===== config.mk =====
export PLATFORM = sky130hd
export DESIGN_NAME = alu_pipe_flat
export DESIGN_NICKNAME = d
export VERILOG_FILES = /design/src/rtl/alu_pipe_if.sv /design/src/rtl/alu_pipe.sv /design/src/flat_wrapper.sv
export SDC_FILE = /design/constraint.sdc
export NUM_CORES = 1
export LEC_CHECK = 0
export CAP_MARGIN = 5
export CORE_MARGIN = 2
export CORE_UTILIZATION = 38
export DETAILED_ROUTE_END_ITERATION = 16
export PLACE_DENSITY = 0.64
export SLEW_MARGIN = 10
export SYNTH_ARGS = -nofsm -noshare
export SYNTH_HDL_FRONTEND = slang
export SYNTH_SLANG_ARGS = --single-unit

===== constraint.sdc =====
create_clock -name clk -period 2.95 [get_ports clk]
set_input_delay 0.885 -clock clk [delete_from_list [all_inputs] [get_ports clk]]
set_output_delay 0.885 -clock clk [all_outputs]
set_load 0.005 [all_outputs]

===== src/rtl/alu_pipe_if.sv =====
// rtl/alu_pipe_if.sv - operand/result handshake bundle between execute-stage muxes, alu_pipe and EX/MEM.
interface alu_pipe_if #(
  parameter int WIDTH = 32
);
  logic             in_valid;
  logic             in_ready;
  logic [WIDTH-1:0] a;
  logic [WIDTH-1:0] b;
  logic [3:0]       ealuc;
  logic             out_valid;
  logic             out_ready;
  logic [WIDTH-1:0] result;
  logic             zero;
  logic             ovf;
  logic             illegal;

  modport master (
    output in_valid, a, b, ealuc, out_ready,
    input  in_ready, out_valid, result, zero, ovf, illegal
  );

  modport slave (
    input  in_valid, a, b, ealuc, out_ready,
    output in_ready, out_valid, result, zero, ovf, illegal
  );
endinterface


===== src/rtl/alu_pipe.sv =====
// rtl/alu_pipe.sv - handshaked ALU, 1-cycle ops plus optional iterative shift-add MUL.
// Define ALU_MUL_EN to build the MUL state and multiplier; otherwise ealuc=10 is illegal.
module alu_pipe #(
  parameter int WIDTH = 32,
  parameter int SHW   = 5
) (
  input  logic     clk,
  input  logic     clrn,
  alu_pipe_if.slave bus
);
  localparam int CW = $clog2(WIDTH);

`ifdef ALU_MUL_EN
  typedef enum logic [1:0] {IDLE = 2'd0, HOLD = 2'd1, MUL = 2'd2} state_t;
`else
  typedef enum logic {IDLE = 1'b0, HOLD = 1'b1} state_t;
`endif

  state_t           state;
  state_t           state_nx;
  state_t           start_st;
  logic             accept;
  logic             is_mul;
  logic [SHW-1:0]   shamt;
  logic [WIDTH-1:0] sum;
  logic [WIDTH-1:0] diff;
  logic [WIDTH-1:0] alu_res;
  logic             alu_ovf;
  logic             alu_ill;

`ifdef ALU_MUL_EN
  logic [WIDTH-1:0] mcand;
  logic [WIDTH-1:0] mplier;
  logic [WIDTH-1:0] acc;
  logic [WIDTH-1:0] acc_nx;
  logic [CW-1:0]    cnt;

  assign is_mul   = (bus.ealuc == 4'd10);
  assign start_st = is_mul ? MUL : HOLD;
  assign acc_nx   = acc + (mplier[0] ? mcand : '0);
`else
  assign is_mul   = 1'b0;
  assign start_st = HOLD;
`endif

  assign shamt  = bus.b[SHW-1:0];
  assign sum    = bus.a + bus.b;
  assign diff   = bus.a - bus.b;
  assign accept = bus.in_valid & bus.in_ready;

  always_comb begin
    alu_res = '0;
    alu_ovf = 1'b0;
    alu_ill = 1'b0;
    case (bus.ealuc)
      4'd0:  alu_res = bus.a & bus.b;
      4'd1:  alu_res = bus.a | bus.b;
      4'd2: begin
        alu_res = sum;
        alu_ovf = (bus.a[WIDTH-1] == bus.b[WIDTH-1]) && (sum[WIDTH-1] != bus.a[WIDTH-1]);
      end
      4'd3:  alu_res = bus.a ^ bus.b;
      4'd4:  alu_res = bus.a << shamt;
      4'd5:  alu_res = bus.a >> shamt;
      4'd6: begin
        alu_res = diff;
        alu_ovf = (bus.a[WIDTH-1] != bus.b[WIDTH-1]) && (diff[WIDTH-1] != bus.a[WIDTH-1]);
      end
      4'd7:  alu_res = {{(WIDTH-1){1'b0}}, (bus.a < bus.b)};
      4'd8:  alu_res = $unsigned($signed(bus.a) >>> shamt);
      4'd9:  alu_res = {{(WIDTH-1){1'b0}}, ($signed(bus.a) < $signed(bus.b))};
`ifdef ALU_MUL_EN
      4'd10: alu_res = '0;
`endif
      4'd12: alu_res = ~(bus.a | bus.b);
      default: alu_ill = 1'b1;
    endcase
  end

  always_ff @(posedge clk or negedge clrn) begin
    if (!clrn) begin
      state <= IDLE;
    end else begin
      state <= state_nx;
    end
  end

  // HOLD passes out_ready straight to in_ready so a drained result can be refilled on the same edge.
  always_comb begin
    state_nx      = state;
    bus.in_ready  = 1'b0;
    bus.out_valid = 1'b0;
    case (state)
      IDLE: begin
        bus.in_ready = 1'b1;
        if (bus.in_valid) begin
          state_nx = start_st;
        end
      end
      HOLD: begin
        bus.out_valid = 1'b1;
        bus.in_ready  = bus.out_ready;
        if (bus.out_ready && bus.in_valid) begin
          state_nx = start_st;
        end else if (bus.out_ready) begin
          state_nx = IDLE;
        end
      end
`ifdef ALU_MUL_EN
      MUL: begin
        if (cnt == '0) begin
          state_nx = HOLD;
        end
      end
`endif
      default: state_nx = IDLE;
    endcase
  end

  always_ff @(posedge clk or negedge clrn) begin
    if (!clrn) begin
      bus.result  <= '0;
      bus.zero    <= 1'b0;
      bus.ovf     <= 1'b0;
      bus.illegal <= 1'b0;
`ifdef ALU_MUL_EN
      mcand       <= '0;
      mplier      <= '0;
      acc         <= '0;
      cnt         <= '0;
`endif
    end else begin
      if (accept && !is_mul) begin
        bus.result  <= alu_res;
        bus.zero    <= (alu_res == '0);
        bus.ovf     <= alu_ovf;
        bus.illegal <= alu_ill;
      end
`ifdef ALU_MUL_EN
      if (accept && is_mul) begin
        mcand  <= bus.a;
        mplier <= bus.b;
        acc    <= '0;
        cnt    <= CW'(WIDTH - 1);
      end else if (state == MUL) begin
        acc    <= acc_nx;
        mcand  <= mcand << 1;
        mplier <= mplier >> 1;
        cnt    <= cnt - CW'(1);
        // Last step publishes the low WIDTH bits of the product directly.
        if (cnt == '0) begin
          bus.result  <= acc_nx;
          bus.zero    <= (acc_nx == '0);
          bus.ovf     <= 1'b0;
          bus.illegal <= 1'b0;
        end
      end
`endif
    end
  end
endmodule


===== src/flat_wrapper.sv =====
// flat-port wrapper written by rule: the top's interface ports become plain ports
module alu_pipe_flat 
#(
  parameter int WIDTH = 32,
  parameter int SHW   = 5
)
  (clk, clrn, bus_in_valid, bus_a, bus_b, bus_ealuc, bus_out_ready, bus_in_ready, bus_out_valid, bus_result, bus_zero, bus_ovf, bus_illegal);
  alu_pipe_if #(.WIDTH(WIDTH)) bus_i ();
  input  logic clk;
  input  logic clrn;
  input wire logic [$bits(bus_i.in_valid)-1:0] bus_in_valid;
  input wire logic [$bits(bus_i.a)-1:0] bus_a;
  input wire logic [$bits(bus_i.b)-1:0] bus_b;
  input wire logic [$bits(bus_i.ealuc)-1:0] bus_ealuc;
  input wire logic [$bits(bus_i.out_ready)-1:0] bus_out_ready;
  output wire logic [$bits(bus_i.in_ready)-1:0] bus_in_ready;
  output wire logic [$bits(bus_i.out_valid)-1:0] bus_out_valid;
  output wire logic [$bits(bus_i.result)-1:0] bus_result;
  output wire logic [$bits(bus_i.zero)-1:0] bus_zero;
  output wire logic [$bits(bus_i.ovf)-1:0] bus_ovf;
  output wire logic [$bits(bus_i.illegal)-1:0] bus_illegal;
  assign bus_i.in_valid = bus_in_valid;
  assign bus_i.a = bus_a;
  assign bus_i.b = bus_b;
  assign bus_i.ealuc = bus_ealuc;
  assign bus_i.out_ready = bus_out_ready;
  assign bus_in_ready = bus_i.in_ready;
  assign bus_out_valid = bus_i.out_valid;
  assign bus_result = bus_i.result;
  assign bus_zero = bus_i.zero;
  assign bus_ovf = bus_i.ovf;
  assign bus_illegal = bus_i.illegal;
  alu_pipe #(.WIDTH(WIDTH), .SHW(SHW)) u_core (.clk(clk), .clrn(clrn), .bus(bus_i));
endmodule

Word level (Yosys, flattened, before mapping)
Cells that the tools add are included.
- shift-type cells: 3
- $lt $le $gt $ge: 2
- muxes and demuxes: 9
- reduce and logical (&&, ||, !) cells: 6
- add/subtract/negate cells: 2
- bitwise logic cells: 6
- equality and inequality tests: 14
- operator list (kind ; count):
    $pmux 32 s11 ; 1
    $lt 32x32->1 ; 2
    $add 32x32->32 ; 1
    $and 32x32->32 ; 1
    $logic_not 32->1 ; 1
    $not 32->32 ; 1
    $or 32x32->32 ; 1
    $shl 32x5->32 ; 1
    $shr 32x5->32 ; 1
    $sshr 32x5->32 ; 1
    $sub 32x32->32 ; 1
    $xor 32x32->32 ; 1
    $eq 4x3->1 const B ; 4
    $eq 4x4->1 const B ; 3
    $reduce_or 11->1 ; 1
    $eq 4x2->1 const B ; 2
    $pmux 1 s2 ; 3
    $mux 1 ; 5
    $eq 4x1->1 const B ; 1
    $logic_not 4->1 ; 1
    $logic_and 1x1->1 ; 3
    $ne 1x1->1 ; 3
    $and 1x1->1 ; 1
    $eq 1x1->1 ; 1
    $not 1->1 ; 1
- register bits: 36
- output and inout port bits: 37
- word-level logic and storage cells: 47
- bits of input ports: 72

Logic depth before layout (Yosys ltp)
- word-level depth: 4
- gate-level depth with buffers: 18

Worst setup path after synthesis
No wires, ideal clock.
- kind: input to register
- start: input bus_b[3]
- end: register u_core.bus.zero
- cell stages on the path: 17
- arrival: 5.302 ns
- buffers on the path: 5
- required time: 2.847 ns
- slack: -2.456 ns
- cell sequence: buf_2 > inv_1 > clkbuf_1 > buf_1 > buf_1 > ha_1 > buf_2 > a2111o_1 > a2111oi_2 > o21ai_0 > xnor2_1 > a221oi_1 > and3_1 > nand4_1 > or4_1 > or4_1 > o41ai_2
- word-level cells in the longest chain between the ends: 4
- elaborated cells on any way between the ends: 13
- those cells by class: add/sub (2); order compare (2); shift (3); mux (1); bitwise (4); reduce/logical (1)
- ends and longest elaborated chain (item ; line ; source):
    from (decl) ; flat_wrapper.sv:13 ; input wire logic [$bits(bus_i.b)-1:0] bus_b;
    parallel branches: the longest is 2 deep, another holds $sub 32x32->32 ; - ;
    $pmux 32 s11 (*) ; alu_pipe.sv:55 ; case (bus.ealuc)
    $logic_not 32->1 (*) ; alu_pipe.sv:135 ; bus.zero <= (alu_res == '0);
    to (signal assigned) ; alu_pipe.sv:135 ;
    to (decl) ; alu_pipe_if.sv:24 ; output in_ready, out_valid, result, zero, ovf, illegal
Mark *: on every way between the ends.
A chain may end at the register's enable or synchronous reset.

Worst setup path after layout
- start: input bus_a[2]
- end: register u_core.bus.zero
- word-level cells in the longest chain between the ends: 4
- elaborated cells on any way between the ends: 13
- those cells by class: add/sub (2); order compare (2); shift (3); mux (1); bitwise (4); reduce/logical (1)
- ends and longest elaborated chain (item ; line ; source):
    from (decl) ; flat_wrapper.sv:12 ; input wire logic [$bits(bus_i.a)-1:0] bus_a;
    parallel branches: the longest is 2 deep, another holds $sub 32x32->32 ; - ;
    $pmux 32 s11 (*) ; alu_pipe.sv:55 ;
    $logic_not 32->1 (*) ; alu_pipe.sv:135 ;
Marks and branches as above.

==> impl_metrics.py <==
metrics = {
    "timing": {
        "timing.final.ws_setup_ns": -1.61,
        "post-route-period-util_pct": 154,
        "final.setup_skew_ns": 0.00247,
        "worst_pin_slew_ns": 0.887,
        "fmax_mhz": 219,
        "slew_violations": 0,
        "finalHoldViolCount": 0,
        "fin_crit_ns": 4.56,
        "max_slew_margin_pct": 40.5,
        "rsz0062_at_grt": "true",
        "setup_viol": 32,
        "fin_hold_ws_ns": 0.476,
        "tns_ns": -19.68,
    },
    "hold_path": {
        "hp-class": "reg2reg",
        "hold-path-endpoint": "u_core.bus.result[15]",
        "hold_depth": 2,
        "hold_start": "u_core.bus.result[15]",
    },
    "synth": {
        "muxShareOfSynthArea_pct": 13.9,
        "synth_ff_type": "dfrtp_1",
        "synth_area_leader_cell": "ha_1",
        "synth_area_um2": 11600,
        "synth-seq-cells": 36,
        "netlist_top_cells_count": "167 x nor2_1, 138 x nand2_1, 122 x a21oi_1",
        "synth_nets": 1812,
        "async_flop_share_pct": 100,
        "synth_cells": 1634,
        "synth-adder-area-share_pct": 11.5,
        "yosys-top-cells-area": "ha_1 11%, dfrtp_1 7.7%, nor2_1 5.4%, a21oi_1 5.2%, mux2i_1 4.7%",
        "synth-compound-area-share_pct": 34.5,
        "synth_edf_count": 0,
        "synth_top_family_by_area": "compound AO/OA/AOI/OAI gates",
        "ys_types": 93,
        "yosys.area_share.simple_pct": 22.3,
        "ys_seq_area_share_pct": 7.74,
        "yosysWarnings": 0,
        "synth.top_cell.area_share_pct": 11.2,
        "synth_xor_area_share_pct": 1.65,
        "yosysMostFrequentCell": "nor2_1",
        "avgSynthCellArea_um2": 7.13,
    },
    "global_route": {
        "antenna_found_initial": 1,
        "grt_pass1_wl_mm": 105,
        "gr-total-overflow": 0,
        "grt_use_met3_pct": 5.98,
        "grt_pass1_vias": 16900,
        "grt_max_degree": 38,
        "gr-usage-met2_pct": 71.4,
        "grt.total_usage_pct": 44.0,
        "use_met1_pct": 56.5,
        "top_usage_layer": "met2",
    },
    "drt": {
        "drt-initial-drc-count": 2103,
        "wl_per_cell_um": 26.4,
        "antenna_left": 0,
        "drcViolationCount": 0,
        "avgViaCountPerCell": 6.26,
        "drtPass1Iterations": 6,
        "vias": 17700,
        "wirelength_mm": 74.6,
    },
    "pwr": {
        "switchingPower_mw": 2.45,
        "comb_power_share_pct": 79.1,
        "powerDensity_nw_per_um2": 259,
        "internal_power_mw": 3.05,
        "ir_drop_v": 0.000189,
        "power_mw": 5.50,
        "seqPwrFrac_pct": 11.1,
        "power_leakage_nw": 9.53,
        "pwr-share-clk_pct": 9.9,
        "swShare_pct": 44.6,
    },
    "outcome": {
        "status": "complete, but fails checks",
        "failed_checks": "setup timing",
    },
    "setup_path": {
        "timing.rr.start": "u_core.state",
        "crit_type": "in2reg",
        "cp-end-kind": "flop",
        "cp.arrival_ns": 4.74,
        "required_ns": 3.14,
        "reg2reg_slack_ns": -0.41,
        "cp_max_fo": 3,
        "cp-start-kind": "primary input",
        "r2r_end": "u_core.bus.zero",
        "reg2regPathDepth": 12,
    },
    "floorplanning": {
        "start_util_pct": 38.4,
        "ios": 109,
        "die_w_um": 179,
        "core_um2": 30300,
        "row_count": 64,
        "die_h_um": 179,
        "die_area_um2": 32100,
    },
    "clock_tree": {
        "hold_buffers": 0,
        "clockBufferDepth": 2,
        "cts_tree": "yes",
        "clockRootBuffer": "clkbuf_16",
        "clock_latency_ns": 0.28,
        "cts_buffers": 5,
        "clk_pin_slew_ns": 0.05,
        "cts_num_sinks": 36,
        "htreeDepth": 2,
    },
    "cells_and_area": {
        "fillers": 2568,
        "finalNetCount": 2608,
        "multi_input_area_um2": 11600,
        "drive_above_1_share_pct": 50.7,
        "synthToLayoutAreaGrowth_pct": 82.6,
        "seqCellArea_um2": 901,
        "final_core_util_pct": 70.1,
    },
    "run": {
        "cap_violations": 0,
    },
    "placement": {
        "dp_hpwl_mm": 59.1,
        "io_buffers": 108,
        "dp_slack_ns": -2.64,
        "routabilityCongestion": 1.08,
    },
}
logic make-up (layout without fill, tap and decap cells):
family | Yosys count | in the layout
AO/OA/AOI/OAI | 581 | 581
XOR/XNOR | 22 | 22
buffers and inverters | 230 | 1026
AND/OR/NAND/NOR | 535 | 535
adder cells (fa/ha/maj) | 106 | 106
flip-flops | 36 | 36
multiplexers | 124 | 124
other | 0 | 1
per-stage QoR:
step	std cells	instance area (um2)
floorplan	1634	11900
global placement	2719	18200
detailed placement	2719	18200
CTS	2799	20400
global route	2826	21300
finish	2827	21300
placed cells by master, fill, tap and decap left out, types with 26 or more instances in the layout:
master / Yosys / routed
nand2_1: 138 / 132
nor2_1: 167 / 152
mux2_2: 39 / 32
buf_6: 9 / 83
mux2i_1: 55 / 51
inv_1: 101 / 71
o21ai_0: 106 / 75
nand3_1: 35 / 28
a21oi_1: 122 / 93
ha_4: 0 / 26
dfrtp_1: 36 / 36
a22o_1: 27 / 26
clkdlybuf4s50_1: 0 / 49
ha_1: 104 / 74
buf_4: 4 / 711
critical path, stage by stage:
cell and delay [ns]:
clkbuf_2 0.13, inv_2 0.06, ha_4 0.22, buf_6 0.13, nor2b_1 0.16, a2111o_1 0.43
a31o_1 0.25, a211o_1 0.30, a221oi_4 0.37, o211ai_1 0.17, nor4_2 0.26, nand4_1 0.21
or4_4 0.45, or4_4 0.50, o41ai_2 0.19
metal layers:
metal | share of wire (%) | vias up
met5 | 0 | -
met4 | 7.0 | 0
met3 | 9.4 | 301
met2 | 44 | 1117
met1 | 39 | 8512
li1 | - | 7777
worst max path at each step:
stage / start / endpoint / cells after the start
after floorplan: bus_b[3] / u_core.bus.zero / 16
after global placement: bus_a[0] / u_core.bus.zero / 16
after detailed placement: bus_a[0] / u_core.bus.zero / 16
after CTS: bus_b[0] / u_core.bus.zero / 16
after global routing: bus_a[2] / u_core.bus.zero / 17
final: bus_a[2] / u_core.bus.zero / 15
area by class of cell:
type                            count  area share (%)
Antenna cell                        1          0.0118
Clock buffer                        7           0.718
Inverter                          104            2.02
Multi-Input combinational cell   1368            54.7
Sequential cell                    36            4.24
Tap cell                          396            2.33
Timing Repair Buffer              915            35.9
sequential cells by signal, summed over array words and instances (netlist names):
signal,count
u_core.bus.zero,1
u_core.bus.result,32
u_core.bus.illegal,1
u_core.state,1
u_core.bus.ovf,1
repair_timing:
action / 4_1_cts / 5_1_grt
pin swaps: 122 / 129
buffers inserted: 81 / 63
setup endpoints to repair: 35 / 33
resized for setup: 459 / 195
endpoints found under the hold margin: 0 / 0
gates cloned: 0 / 3
power by group through the flow:
stage	clock network, mW	registers, mW	logic, mW
floorplan	0	0.619	1.54
detailed placement	0	0.618	3.53
global route	0.573	0.616	4.53
global placement	0	0.612	3.49
finish	0.544	0.609	4.35
CTS	0.549	0.609	4.01
No activity file was read; power rests on OpenSTA's default activity.
